[src/rtl/prbs_lfsr_gen.sv]
// Fibonacci LFSR PRBS generator with seed load, serial output and OUT_W-bit word port; PRBS_CHECKER_EN adds a lock/error checker.
// Latency: state advances one bit per enabled cycle; word_valid rises on the edge of the OUT_W-th step.
// Backpressure: the last bit of a word stalls while a previous word is still unconsumed (word_valid && !word_ready).
module prbs_lfsr_gen #(
  parameter int              WIDTH = 31,
  parameter logic [WIDTH-1:0] TAPS  = WIDTH'(31'h4800_0000),
  parameter logic [WIDTH-1:0] SEED  = WIDTH'(1),
  parameter int              OUT_W = 8
) (
  input  logic             clk,
  input  logic             rst_n,
  input  logic             en,
  input  logic             load,
  input  logic [WIDTH-1:0] seed_in,
`ifdef PRBS_CHECKER_EN
  input  logic             chk_in,
  input  logic             chk_valid,
  output logic             chk_locked,
  output logic [15:0]      err_cnt,
`endif
  output logic             ser_out,
  output logic [WIDTH-1:0] state_out,
  output logic [OUT_W-1:0] word_out,
  output logic             word_valid,
  input  logic             word_ready,
  output logic             seed_err
);

  localparam int CNT_W = $clog2(OUT_W);

  logic [WIDTH-1:0] state;
  logic [OUT_W-2:0] shreg;
  logic [CNT_W-1:0] bit_cnt;
  logic [OUT_W-1:0] sh_next;
  logic             fb;
  logic             cnt_last;
  logic             stall;
  logic             step;
  logic             seed_zero;

  assign fb        = ^(state & TAPS);
  assign ser_out   = state[WIDTH-1];
  assign state_out = state;
  assign sh_next   = {shreg, ser_out};
  assign cnt_last  = (bit_cnt == CNT_W'(OUT_W - 1));
  assign stall     = cnt_last && word_valid && !word_ready;
  assign step      = en && !load && !stall;
  assign seed_zero = (seed_in == '0);

  always_ff @(posedge clk or negedge rst_n) begin
    if (!rst_n) begin
      state      <= SEED;
      shreg      <= '0;
      bit_cnt    <= '0;
      word_out   <= '0;
      word_valid <= 1'b0;
      seed_err   <= 1'b0;
    end else if (load) begin
      // A zero seed would lock the LFSR, so substitute the reset seed.
      state      <= seed_zero ? SEED : seed_in;
      seed_err   <= seed_zero;
      shreg      <= '0;
      bit_cnt    <= '0;
      word_valid <= 1'b0;
    end else begin
      if (step) begin
        state <= {state[WIDTH-2:0], fb};
        shreg <= sh_next[OUT_W-2:0];
        if (cnt_last) begin
          word_out   <= sh_next;
          word_valid <= 1'b1;
          bit_cnt    <= '0;
        end else begin
          bit_cnt <= bit_cnt + CNT_W'(1);
        end
      end
      if (!(step && cnt_last) && word_valid && word_ready)
        word_valid <= 1'b0;
    end
  end

`ifdef PRBS_CHECKER_EN
  localparam int MC_W = $clog2(WIDTH);

  logic [WIDTH-1:0] chk_reg;
  logic [MC_W-1:0]  match_cnt;
  logic [14:0]      miss_hist;
  logic [4:0]       miss_sum;
  logic             chk_pred;
  logic             chk_miss;

  assign chk_pred = ^(chk_reg & TAPS);
  assign chk_miss = chk_in ^ chk_pred;

  // Mismatches over the 16-bit window ending with the current bit.
  always_comb begin
    miss_sum = 5'(chk_miss);
    for (int i = 0; i < 15; i++)
      miss_sum = miss_sum + 5'(miss_hist[i]);
  end

  always_ff @(posedge clk or negedge rst_n) begin
    if (!rst_n) begin
      chk_reg    <= '0;
      match_cnt  <= '0;
      miss_hist  <= '0;
      chk_locked <= 1'b0;
      err_cnt    <= '0;
    end else if (chk_valid) begin
      if (!chk_locked) begin
        chk_reg <= {chk_reg[WIDTH-2:0], chk_in};
        if (chk_miss) begin
          match_cnt <= '0;
        end else if (match_cnt == MC_W'(WIDTH - 1)) begin
          chk_locked <= 1'b1;
          match_cnt  <= '0;
          miss_hist  <= '0;
        end else begin
          match_cnt <= match_cnt + MC_W'(1);
        end
      end else begin
        chk_reg   <= {chk_reg[WIDTH-2:0], chk_pred};
        miss_hist <= {miss_hist[13:0], chk_miss};
        if (chk_miss && err_cnt != 16'hFFFF)
          err_cnt <= err_cnt + 16'd1;
        if (miss_sum >= 5'd8)
          chk_locked <= 1'b0;
      end
    end
  end
`endif

endmodule

[config.mk]
export PLATFORM = sky130hd
export DESIGN_NAME = prbs_lfsr_gen
export DESIGN_NICKNAME = d
export VERILOG_FILES = /design/src/rtl/prbs_lfsr_gen.sv
export SDC_FILE = /design/constraint.sdc
export NUM_CORES = 1
export LEC_CHECK = 0
export CAP_MARGIN = 20
export CORE_AREA = 4 4 74 76
export CTS_CLUSTER_DIAMETER = 30
export CTS_CLUSTER_SIZE = 14
export DETAILED_ROUTE_END_ITERATION = 10
export DIE_AREA = 0 0 78 80
export DONT_BUFFER_PORTS = 1
export PLACE_DENSITY = 0.74
export SYNTH_ARGS = -nofsm -noshare
export SYNTH_HDL_FRONTEND = slang
export SYNTH_SLANG_ARGS = --single-unit
[constraint.sdc]
create_clock -name clk -period 1.7 [get_ports clk]
set_input_delay 0.255 -clock clk [delete_from_list [all_inputs] [get_ports clk]]
set_output_delay 0.255 -clock clk [all_outputs]
set_load 0.005 [all_outputs]
==> impl_table.tex <==
\begin{tabular}{lr}
\hline
Metric & Value \\
\hline
\multicolumn{2}{l}{\textbf{Status}} \\
Result of the run & finished with violations \\
Violated checks & setup timing \\
\multicolumn{2}{l}{\textbf{Clocking}} \\
Root buffer cell & clkbuf\_8 \\
Clock-pin slew on the worst setup and hold paths & 90 ps \\
Clock buffer count from CTS & 5 \\
H-tree Lvls & 2 \\
Clock network latency to the later pin of the worst-skew pair & 300 ps \\
TritonCTS clock tree & built \\
Count of clock tree sinks & 51 \\
Number of buffers between clock root and the deepest sink & 2 \\
\multicolumn{2}{l}{\textbf{Min path}} \\
Worst hold-check path type & in -> reg \\
\multicolumn{2}{l}{\textbf{Floorplanning}} \\
Starting density of the core & 50.2\% \\
Floorplan core area & 4720 µm² \\
Area enclosed by the die boundary & 6240 µm² \\
Floorplan row count & 25 \\
Number of top-level pins & 78 \\
Floorplan die height & 80 µm \\
Chip Width & 78 µm \\
\multicolumn{2}{l}{\textbf{STA}} \\
Relative slew margins & 78.7\% \\
\# setup viols final & 6 \\
Final Worst Setup Slack & -24.3 ps \\
Unrepaired setup endpoints after global routing & true \\
Count of final max-slew check failures & 0 \\
Achievable frequency & 0.580 GHz \\
Transition time at the pin with the least slew margin & 319 ps \\
Final period demand of the worst path & 1720 ps \\
Ratio of final minimum period to clock period & 101\% \\
Layout Skew & 11.2 ps \\
Sum of negative setup slack & -105 ps \\
Number of hold violations in the final report & 0 \\
\multicolumn{2}{l}{\textbf{Final layout}} \\
Growth of design area from synthesis to finish & 11.8\% \\
Diode count & 0 \\
Net total in the final layout & 261 \\
Cell area after layout & 2650 µm² \\
Share of cells above drive strength 1 & 13.8\% \\
\multicolumn{2}{l}{\textbf{Drt}} \\
Total number of vias & 1631 \\
DRC marker count from the first detailed-route iteration & 72 \\
Drt drc & 0 \\
Router iterations before antenna repair & 4 \\
Final ANT Viol Nets & 0 \\
Via density per instance & 5.60 \\
Post-detailed-routing wire length & 5.34 mm \\
Drt wl/cell & 18.3 µm \\
\multicolumn{2}{l}{\textbf{Global route}} \\
Via count of the first global-routing pass & 1677 \\
Antenna violations before repair & 0 \\
All-layer global routing usage & 16.5\% \\
Largest net degree at the start of global routing & 74 \\
Global-route wire length before repair & 8.21 mm \\
Sum of overflow across all layers after global routing & 0 \\
\multicolumn{2}{l}{\textbf{Power}} \\
Maximum ir drop on the vdd rail & 0.665 mV \\
Power density over the cells & 876 nW/µm² \\
Leakage Power & 0.00123 µW \\
\multicolumn{2}{l}{\textbf{Setup path}} \\
Cell with the largest stage delay on the worst path & dfrtp\_1 \\
Required time of the critical path & 1890 ps \\
Cell-by-cell trace of the critical path & ha\_2 > ha\_4 > nand3b\_4 > and2\_4 > nand3\_4 > mux2\_4 \\
Critical path arrival & 1910 ps \\
Critical path startpoint category & register \\
Largest fanout of any net on the critical path & 5 \\
Largest stage delay on the critical path & 400 ps \\
Endpoint class of the critical path & register \\
Setup CP Type & reg -> reg \\
\multicolumn{2}{l}{\textbf{Yosys}} \\
Total number of yosys warnings & 0 \\
Number of distinct library cell variants in the gate-level netlist after synthesis & 30 \\
Number of flops mapped to enable cells by yosys & 0 \\
Cell area after technology mapping & 2370 µm² \\
Sequential-to-total area share from yosys stat & 53.9\% \\
Primary flip-flop cell chosen by synthesis mapping & dfrtp\_1 \\
Average cell area after synthesis & 10.8 µm² \\
Library cell with the largest summed area after synthesis & dfrtp\_1 \\
Most instantiated cells after synthesis & 50 x dfrtp\_1, 50 x nand2\_1, 29 x mux2i\_1 \\
Share of the synthesized area in the top cell type & 52.7\% \\
Synthesized flop and latch total & 51 \\
Gate Count Post-Synth & 220 \\
Leading post-synthesis cells by cell area & dfrtp\_1 53\%, mux2i\_1 12\%, nand2\_1 7.9\%, mux2\_4 5.1\%, o21ai\_0 4.9\% \\
Share of flip-flops with an asynchronous set or reset & 100\% \\
Post-Syn Nets & 258 \\
\multicolumn{2}{l}{\textbf{Placement}} \\
Placer's final routability congestion estimate & 0.791 \\
Post-place instance area & 2420 µm² \\
IO Port Bufs & 0 \\
Half-perimeter wire length of the detailed placement result & 3.43 mm \\
\multicolumn{2}{l}{\textbf{Job}} \\
Number of violations of the max-capacitance limit & 0 \\
\hline
\end{tabular}
path summary, 6_finish.rpt:
check | start | end | slack [ps] | cells after the start
max | bit_cnt[1] | word_out[2] | -20 | 6
min | load | shreg[3] | 20 | 1
max reg2reg | bit_cnt[1] | word_out[2] | -20 | 6
min reg2reg | shreg[6] | word_out[7] | 510 | 1
max in group asynchronous | rst_n | state_out[0] | 970 | 2
min in group asynchronous | rst_n | state_out[24] | 460 | 2
where the power goes:
group	total (µW)	internal, µW	switching (µW)
registers	1400	1300	98.1
logic	244	122	122
clock network	684	289	395
total	2320	1710	616
per-stage QoR:
stage | setup slack [ps] | total power, µW | hold WS, ps | utilization (%) | instances
4_1_cts | 2.24 | 2320 | 3.27 | 53.8 | 285
3_5_place_dp | 9.22 | 1610 | -38.6 | 51.2 | 275
3_3_place_gp | 74.0 | 1600 | -38.7 | 51.2 | 275
6_report | -24.3 | 2320 | 20.9 | 56.2 | 291
5_1_grt | -71.6 | 2440 | -0.568 | 56.2 | 291
2_1_floorplan | 8.89 | 1570 | -40.6 | - | 220
area by class of cell:
cell class | instances | area, µm²
multi-input combinational | 155 | 1050
clock buffer | 6 | 72.6
inverter | 1 | 3.75
sequential | 51 | 1280
tap | 67 | 83.8
timing repair buffer | 9 | 153
clock inverter | 2 | 12.5
fill | 392 | 2070
sequential cells by signal, indices dropped and copies added (netlist names):
| signal | count |
|---|---|
| state_out | 31 |
| word_out | 8 |
| shreg | 7 |
| bit_cnt | 3 |
| seed_err | 1 |
| word_valid | 1 |
critical path: cells and delay by family (launching register included):
kind	cells	cell delay (ps)
adder cells (fa/ha/maj)	2	380
flip-flops	1	400
multiplexers	1	340
AND/OR/NAND/NOR	3	500
cell families after synthesis:
kind of cell / Yosys count / share of synthesized area, %
adder cells (fa/ha/maj): 2 / 1.05
buffers and inverters: 15 / 4.01
XOR/XNOR: 1 / 0.369
multiplexers: 37 / 17.3
AO/OA/AOI/OAI: 45 / 9.81
flip-flops: 51 / 53.9
AND/OR/NAND/NOR: 69 / 13.6
metal layers:
metal	up-vias	global-route usage (%)	wire length [µm]
met5	-	0	0
met4	0	3.85	40
met3	4	6.88	491
met2	68	26.8	2530
met1	788	20.5	2280
li1	771	-	-
placed cells by master, fill, tap and decap left out, types with 2 or more instances in the layout:
| cell | instances |
|---|---|
| nand2_1 | 50 |
| dfrtp_1 | 50 |
| mux2i_1 | 28 |
| o21ai_0 | 19 |
| o21ai_1 | 13 |
| a21oi_1 | 10 |
| mux2_4 | 8 |
| nor4_1 | 7 |
| clkbuf_8 | 5 |
| nand4_1 | 2 |
| nor2_1 | 2 |
| nand3_4 | 2 |
| clkbuf_16 | 2 |
| dlygate4sd3_1 | 2 |
| buf_12 | 2 |
| buf_4 | 2 |
repair_timing:
item                       CTS  global route
setup buffers                0             2
gates resized for setup      0             8
hold buffers                 2             1
pin swaps                    1             3
cloned                       0             3
setup endpoints to repair    1            28
hold endpoints to repair    51             5
Note: power is estimated with default switching activity, not from simulation.
